$ cat src/rtl/gaussian_line_filter.sv
// Configurable symmetric FIR along each video line with edge replication, fvh
// sideband alignment, rounding/saturation, bypass and sticky overrun flag.
module gaussian_line_filter #(
  parameter int FILTER_SIZE = 5,
  parameter int PX_WIDTH    = 8,
  parameter int COEF_WIDTH  = 8,
  parameter logic [FILTER_SIZE*COEF_WIDTH-1:0] COEFFS = {8'd16, 8'd64, 8'd96, 8'd64, 8'd16},
  parameter int NORM_SHIFT  = 8
) (
  input  logic                clk,
  input  logic                reset,
  input  logic [2:0]          fvh_in,
  input  logic                dv_in,
  input  logic [PX_WIDTH-1:0] px_in,
  input  logic                bypass,
  output logic [2:0]          fvh_out,
  output logic                dv_out,
  output logic [PX_WIDTH-1:0] blurred_px,
  output logic                overrun
);

  localparam int HALF  = (FILTER_SIZE - 1) / 2;
  localparam int ACC_W = PX_WIDTH + COEF_WIDTH + 4;
  localparam int CNT_W = $clog2(FILTER_SIZE + 1);
  localparam logic [CNT_W-1:0] HALF_C    = CNT_W'(HALF);
  localparam logic [CNT_W-1:0] FILL_DONE = CNT_W'(HALF + 1);
  localparam logic [ACC_W:0]   RND       = (ACC_W + 1)'(1) << (NORM_SHIFT - 1);
  localparam logic [ACC_W:0]   PX_MAX    = (ACC_W + 1)'((1 << PX_WIDTH) - 1);

  typedef enum logic [1:0] {
    IDLE  = 2'd0,
    FILL  = 2'd1,
    RUN   = 2'd2,
    FLUSH = 2'd3
  } state_t;

  state_t              state_r;
  logic [CNT_W-1:0]    cnt_r;
  logic [CNT_W-1:0]    flush_cnt_r;
  logic [CNT_W-1:0]    cnt_inc_s;
  logic [CNT_W-1:0]    fill_cnt_s;
  logic                hblank_prev_r;
  logic                hb_rise_s;
  logic                launch_r;
  logic [PX_WIDTH-1:0] win_r [FILTER_SIZE];
  logic [2:0]          sb_r  [FILTER_SIZE];
  logic                adv_s;
  logic                load_s;
  logic [PX_WIDTH-1:0] adv_px_s;
  logic [2:0]          adv_fvh_s;
  logic [ACC_W-1:0]    acc_s;
  logic [ACC_W-1:0]    acc_r;
  logic [PX_WIDTH-1:0] centre_r;
  logic [2:0]          cfvh_r;
  logic                v1_r;
  logic [ACC_W:0]      rnd_sum_s;
  logic [ACC_W:0]      shifted_s;
  logic [PX_WIDTH-1:0] sat_s;

  function automatic logic [CNT_W-1:0] min_half(input logic [CNT_W-1:0] n);
    return (n < HALF_C) ? n : HALF_C;
  endfunction

  // Window-advance decode: accepted pixels while filling/running, newest-pixel copies while flushing
  always_comb begin
    hb_rise_s  = fvh_in[0] & ~hblank_prev_r;
    cnt_inc_s  = cnt_r + CNT_W'(1);
    fill_cnt_s = dv_in ? cnt_inc_s : cnt_r;
    adv_s      = 1'b0;
    load_s     = 1'b0;
    adv_px_s   = px_in;
    adv_fvh_s  = fvh_in;
    case (state_r)
      IDLE: begin
        if (dv_in) load_s = 1'b1;
        else       load_s = 1'b0;
      end
      FILL, RUN: begin
        if (dv_in) adv_s = 1'b1;
        else       adv_s = 1'b0;
      end
      FLUSH: begin
        adv_s     = (flush_cnt_r != CNT_W'(0));
        adv_px_s  = win_r[FILTER_SIZE-1];
        adv_fvh_s = sb_r[FILTER_SIZE-1];
      end
      default: adv_s = 1'b0;
    endcase
  end

  // Pixel window and parallel sideband shift register; index FILTER_SIZE-1 is newest
  always_ff @(posedge clk or negedge reset) begin
    if (!reset) begin
      for (int i = 0; i < FILTER_SIZE; i++) begin
        win_r[i] <= '0;
        sb_r[i]  <= 3'd0;
      end
    end else if (load_s) begin
      for (int i = 0; i < FILTER_SIZE; i++) begin
        win_r[i] <= px_in;
        sb_r[i]  <= fvh_in;
      end
    end else if (adv_s) begin
      for (int i = 0; i < FILTER_SIZE - 1; i++) begin
        win_r[i] <= win_r[i+1];
        sb_r[i]  <= sb_r[i+1];
      end
      win_r[FILTER_SIZE-1] <= adv_px_s;
      sb_r[FILTER_SIZE-1]  <= adv_fvh_s;
    end
  end

  // Line-control FSM: launches outputs, tracks fill depth and flush length, flags overrun
  always_ff @(posedge clk or negedge reset) begin
    if (!reset) begin
      state_r       <= IDLE;
      cnt_r         <= '0;
      flush_cnt_r   <= '0;
      hblank_prev_r <= 1'b0;
      launch_r      <= 1'b0;
      overrun       <= 1'b0;
    end else begin
      hblank_prev_r <= fvh_in[0];
      launch_r      <= 1'b0;
      case (state_r)
        IDLE: begin
          if (dv_in) begin
            cnt_r <= CNT_W'(1);
            if (hb_rise_s) begin
              state_r     <= FLUSH;
              flush_cnt_r <= CNT_W'(1);
            end else begin
              state_r <= FILL;
            end
          end
        end
        FILL: begin
          if (dv_in) cnt_r <= cnt_inc_s;
          if (dv_in && cnt_inc_s == FILL_DONE) launch_r <= 1'b1;
          // A same-cycle pixel is counted before the flush length is fixed
          if (hb_rise_s) begin
            state_r     <= FLUSH;
            flush_cnt_r <= min_half(fill_cnt_s);
          end else if (dv_in && cnt_inc_s == FILL_DONE) begin
            state_r <= RUN;
          end
        end
        RUN: begin
          launch_r <= dv_in;
          if (hb_rise_s) begin
            state_r     <= FLUSH;
            flush_cnt_r <= HALF_C;
          end
        end
        FLUSH: begin
          if (dv_in) overrun <= 1'b1;
          if (flush_cnt_r != CNT_W'(0)) begin
            launch_r    <= 1'b1;
            flush_cnt_r <= flush_cnt_r - CNT_W'(1);
            if (flush_cnt_r == CNT_W'(1)) state_r <= IDLE;
          end else begin
            state_r <= IDLE;
          end
        end
        default: state_r <= IDLE;
      endcase
    end
  end

  // Multiply-accumulate over the window, then round and clamp the stage-1 sum
  always_comb begin
    acc_s = '0;
    for (int i = 0; i < FILTER_SIZE; i++) begin
      acc_s = acc_s + ACC_W'(COEFFS[i*COEF_WIDTH +: COEF_WIDTH]) * ACC_W'(win_r[i]);
    end
    rnd_sum_s = {1'b0, acc_r} + RND;
    shifted_s = rnd_sum_s >> NORM_SHIFT;
    sat_s     = (shifted_s > PX_MAX) ? {PX_WIDTH{1'b1}} : shifted_s[PX_WIDTH-1:0];
  end

  // Stage 1: capture accumulator, centre pixel and centre sideband of a launched window
  always_ff @(posedge clk or negedge reset) begin
    if (!reset) begin
      v1_r     <= 1'b0;
      acc_r    <= '0;
      centre_r <= '0;
      cfvh_r   <= 3'd0;
    end else begin
      v1_r <= launch_r;
      if (launch_r) begin
        acc_r    <= acc_s;
        centre_r <= win_r[HALF];
        cfvh_r   <= sb_r[HALF];
      end
    end
  end

  // Stage 2: registered outputs; pixel and sideband hold between strobes
  always_ff @(posedge clk or negedge reset) begin
    if (!reset) begin
      dv_out     <= 1'b0;
      blurred_px <= '0;
      fvh_out    <= 3'd0;
    end else begin
      dv_out <= v1_r;
      if (v1_r) begin
        blurred_px <= bypass ? centre_r : sat_s;
        fvh_out    <= cfvh_r;
      end
    end
  end

endmodule

$ cat config.mk
export PLATFORM = sky130hd
export DESIGN_NAME = gaussian_line_filter
export DESIGN_NICKNAME = d
export VERILOG_FILES = /design/src/rtl/gaussian_line_filter.sv
export SDC_FILE = /design/constraint.sdc
export NUM_CORES = 1
export LEC_CHECK = 0
export BUFFER_PORTS_ARGS = -buffer_cell sky130_fd_sc_hd__buf_2
export CORE_UTILIZATION = 55
export CTS_BUF_LIST = sky130_fd_sc_hd__clkbuf_8
export DETAILED_ROUTE_END_ITERATION = 16
export PLACE_DENSITY = 0.86
export REMOVE_ABC_BUFFERS = 1
export SLEW_MARGIN = 15
export SYNTH_ARGS = -nofsm -noshare
export SYNTH_HDL_FRONTEND = slang
export SYNTH_SLANG_ARGS = --single-unit
export TNS_END_PERCENT = 10
$ cat constraint.sdc
create_clock -name clk -period 3.7 [get_ports clk]
set_input_delay 0.185 -clock clk [delete_from_list [all_inputs] [get_ports clk]]
set_output_delay 0.185 -clock clk [all_outputs]
set_load 0.05 [all_outputs]
==> flow_summary.yaml <==
status:
  status: "finished with violations"
  violations: "negative setup slack"
clock_tree:
  clock_sinks: 94
  tritoncts: "built"
  clockRootBuffer: "clkbuf_8"
  cts_made_buffers: 9
  worstSkewPairLatency_ns: 0.37
  clockBufferDepth: 2
  clk_pin_slew_ns: 0.10
  cts-htree-levels: 3
timing:
  setup_viol: 3
  rsz0062_at_grt: "true"
  max_freq_ghz: 0.258
  finClkSkew_ns: 0.0113
  hold_violations: 0
  maxSlewHeadroom_pct: 24.1
  finalCritPeriodShare_pct: 105
  min_period_ns: 3.87
  hold_ws_ns: 0.0301
  fin_tns_setup_ns: -0.379
  worst_slew_pin_slew_ns: 1.13
  slew_violations: 0
  setup_slack_ns: -0.173
worst_setup_path:
  crit_required_ns: 3.97
  path_max_fanout: 4
  critPathArrivalTime_ns: 4.15
  crit_path_top_delay_cell: "fa_2"
  cp_cell_sequence: "ha_4 -> buf_4 -> a21oi_4 -> o2111ai_2 -> a21oi_1 -> o21bai_1 -> xor2_1 -> fa_1 -> ha_4 -> fa_2 -> ha_4 -> or3_1 -> o22a_1 -> o21a_1"
  timing.rr.start: "win_r[17]$_DFFE_PN0P_"
  crit_path_frequent_cell: "ha_4"
  path_buf_inv: 1
  r2r_slack_ns: -0.17
  crit_path_start: "win_r[17]$_DFFE_PN0P_"
  crit_family: "adder cells"
  cp-end-kind: "flop"
  critPathLaunchType: "flop"
  cp_slowest_stage_delay_ns: 0.55
  crit_type: "flop to flop"
yosys:
  synth_area_sq_um: 5600
  async_flop_share_pct: 100
  seq_area_frac_synth_pct: 42.0
  yosys.area.top_type: "dfrtp_1"
  syn-instance-count: 561
  yosysMostFrequentCell: "a21oi_1"
  syn-mean-instance-area_sq_um: 9.98
  synthFlopType: "dfrtp_1"
  synth-edff-count: 0
  yosysUniqueCellTypes: 55
  synth_common_cells: "98 x a21oi_1, 94 x dfrtp_1, 61 x inv_1"
  ys_top_cells_by_area: "dfrtp_1 42%, a21oi_1 8.8%, fa_1 8.2%, ha_1 7.8%, mux2_2 4.8%"
  ys_warn_count: 0
  synth_top_area_share_pct: 42.0
  synth_seq_cells: 94
routing:
  remaining_drc_errors: 0
  drt-pass1-iter-count: 5
  viasPerCell: 5.64
  via_count: 4232
  drt_first_iter_violations: 239
  post_drt_wl_per_cell_um: 16.9
  drt-total-wl_mm: 12.7
  ant_nets: 0
grt:
  grt_max_degree: 66
  antenna_found_initial: 0
  grt_pass1_vias: 4257
  grt_overflow_total: 0
  grt_use_total_pct: 24.7
  grt_pass1_wl_mm: 19.8
final_layout:
  finalNetCount: 685
  final_layout_size_suffix_gt1_share_pct: 24.6
  fin_util_pct: 66.6
  area_growth_syn_to_layout_pct: 16.8
  fillCellCount: 743
  diodes: 0
floorplanning:
  core_sq_um: 9820
  start_util_pct: 57.0
  rows: 36
  ioPinCount: 28
  dieHeight_um: 103
  dieArea_sq_um: 10600
  die_w_um: 103
placement:
  hpwlAfterDp_mm: 8.21
  dp_slack_ns: -0.285
  gp_congestion: 0.891
  port_buffers: 27
min_path:
  worstHoldPathType: "input pin to flop"
  hold_start: "px_in[3]"
job:
  max_cap_viol_count: 0
[what timing repair did]
| action | 4_1_cts | 5_1_grt |
|---|---|---|
| endpoints found under the hold margin | 65 | 0 |
| setup buffers | 5 | 6 |
| setup endpoints to repair | 4 | 5 |
| pin swaps | 16 | 21 |
| hold buffers | 2 | 0 |
| resized for setup | 27 | 20 |
[per-stage QoR]
step,instance area (sq um),std cells
after CTS,6370,744
after global placement,5980,721
final,6540,750
after floorplan,5470,535
after global routing,6540,750
after detailed placement,5980,721
[layer usage]
metal / vias up / track usage [%] / wire, um
met5: - / 0 / 0
met4: 0 / 7.80 / 299
met3: 30 / 4.88 / 449
met2: 99 / 43.8 / 6530
met1: 2084 / 30.3 / 5370
li1: 2019 / - / -
[cells by family after synthesis]
logic type	count (synthesis)	synth area share, %
and+or+nand+nor	119	10.7
buffers and inverters	87	6.37
xor gates and xnor gates	18	2.81
adders and majority gates	58	16.0
DFF	94	42.0
muxes	27	5.36
AOI/OAI and AO/OA	158	16.7
[final timing paths]
path | end | cells after the start
worst max-delay path | acc_r[14]$_DFFE_PN0P_ | 14
worst min-delay path | win_r[3]$_DFFE_PN0P_ | 3
worst max register to register | acc_r[14]$_DFFE_PN0P_ | 14
worst min register to register | overrun$_DFFE_PN0P_ | 1
max in group asynchronous | win_r[19]$_DFFE_PN0P_ | 3
min in group asynchronous | blurred_px[1]$_DFFE_PN0P_ | 2
[sequential cells by signal, indices dropped and copies added, names as in the netlist]
register       flops
state_r            2
sb_r               9
flush_cnt_r        3
hblank_prev_r      1
launch_r           1
overrun            1
dv_out             1
win_r             40
centre_r           8
v1_r               1
fvh_out            3
cnt_r              3
cfvh_r             3
blurred_px         8
acc_r             10
[worst register-to-register path, delay by kind of cell, from the launching register on]
| family | cells | cell delay, ns |
|---|---|---|
| simple gates | 1 | 0.36 |
| buf+inv | 1 | 0.14 |
| flops | 1 | 0.48 |
| xor+xnor | 1 | 0.22 |
| fa+ha+maj | 5 | 1.65 |
| compound gates | 6 | 0.92 |
[cell usage in the layout (no fill, tap or decap), types with 5 or more instances in the layout]
cell type and n:
a21o_1 5, a21oi_1 97, and3_1 11, buf_2 26, buf_4 36, clkbuf_8 10
dfrtp_1 90, fa_1 19, ha_1 22, ha_4 13, inv_1 58, mux2_2 24
nand2_1 20, nand3_1 7, nand3b_1 8, nor2_1 48, o21ai_0 23, o21bai_1 5
xnor2_1 14
[layout make-up]
| cell class | instances | area (sq um) | share of cell area [%] |
|---|---|---|---|
| clock buffer | 10 | 138 | 2.10 |
| clock inverter | 6 | 51.3 | 0.784 |
| inverter | 61 | 229 | 3.50 |
| multi-input combinational | 380 | 3160 | 48.3 |
| sequential | 94 | 2360 | 36.0 |
| tap | 133 | 166 | 2.54 |
| timing repair buffer | 66 | 443 | 6.77 |
Power is not shown: default switching activity piles up to over one toggle a cycle in this logic, so the estimate is an artifact.
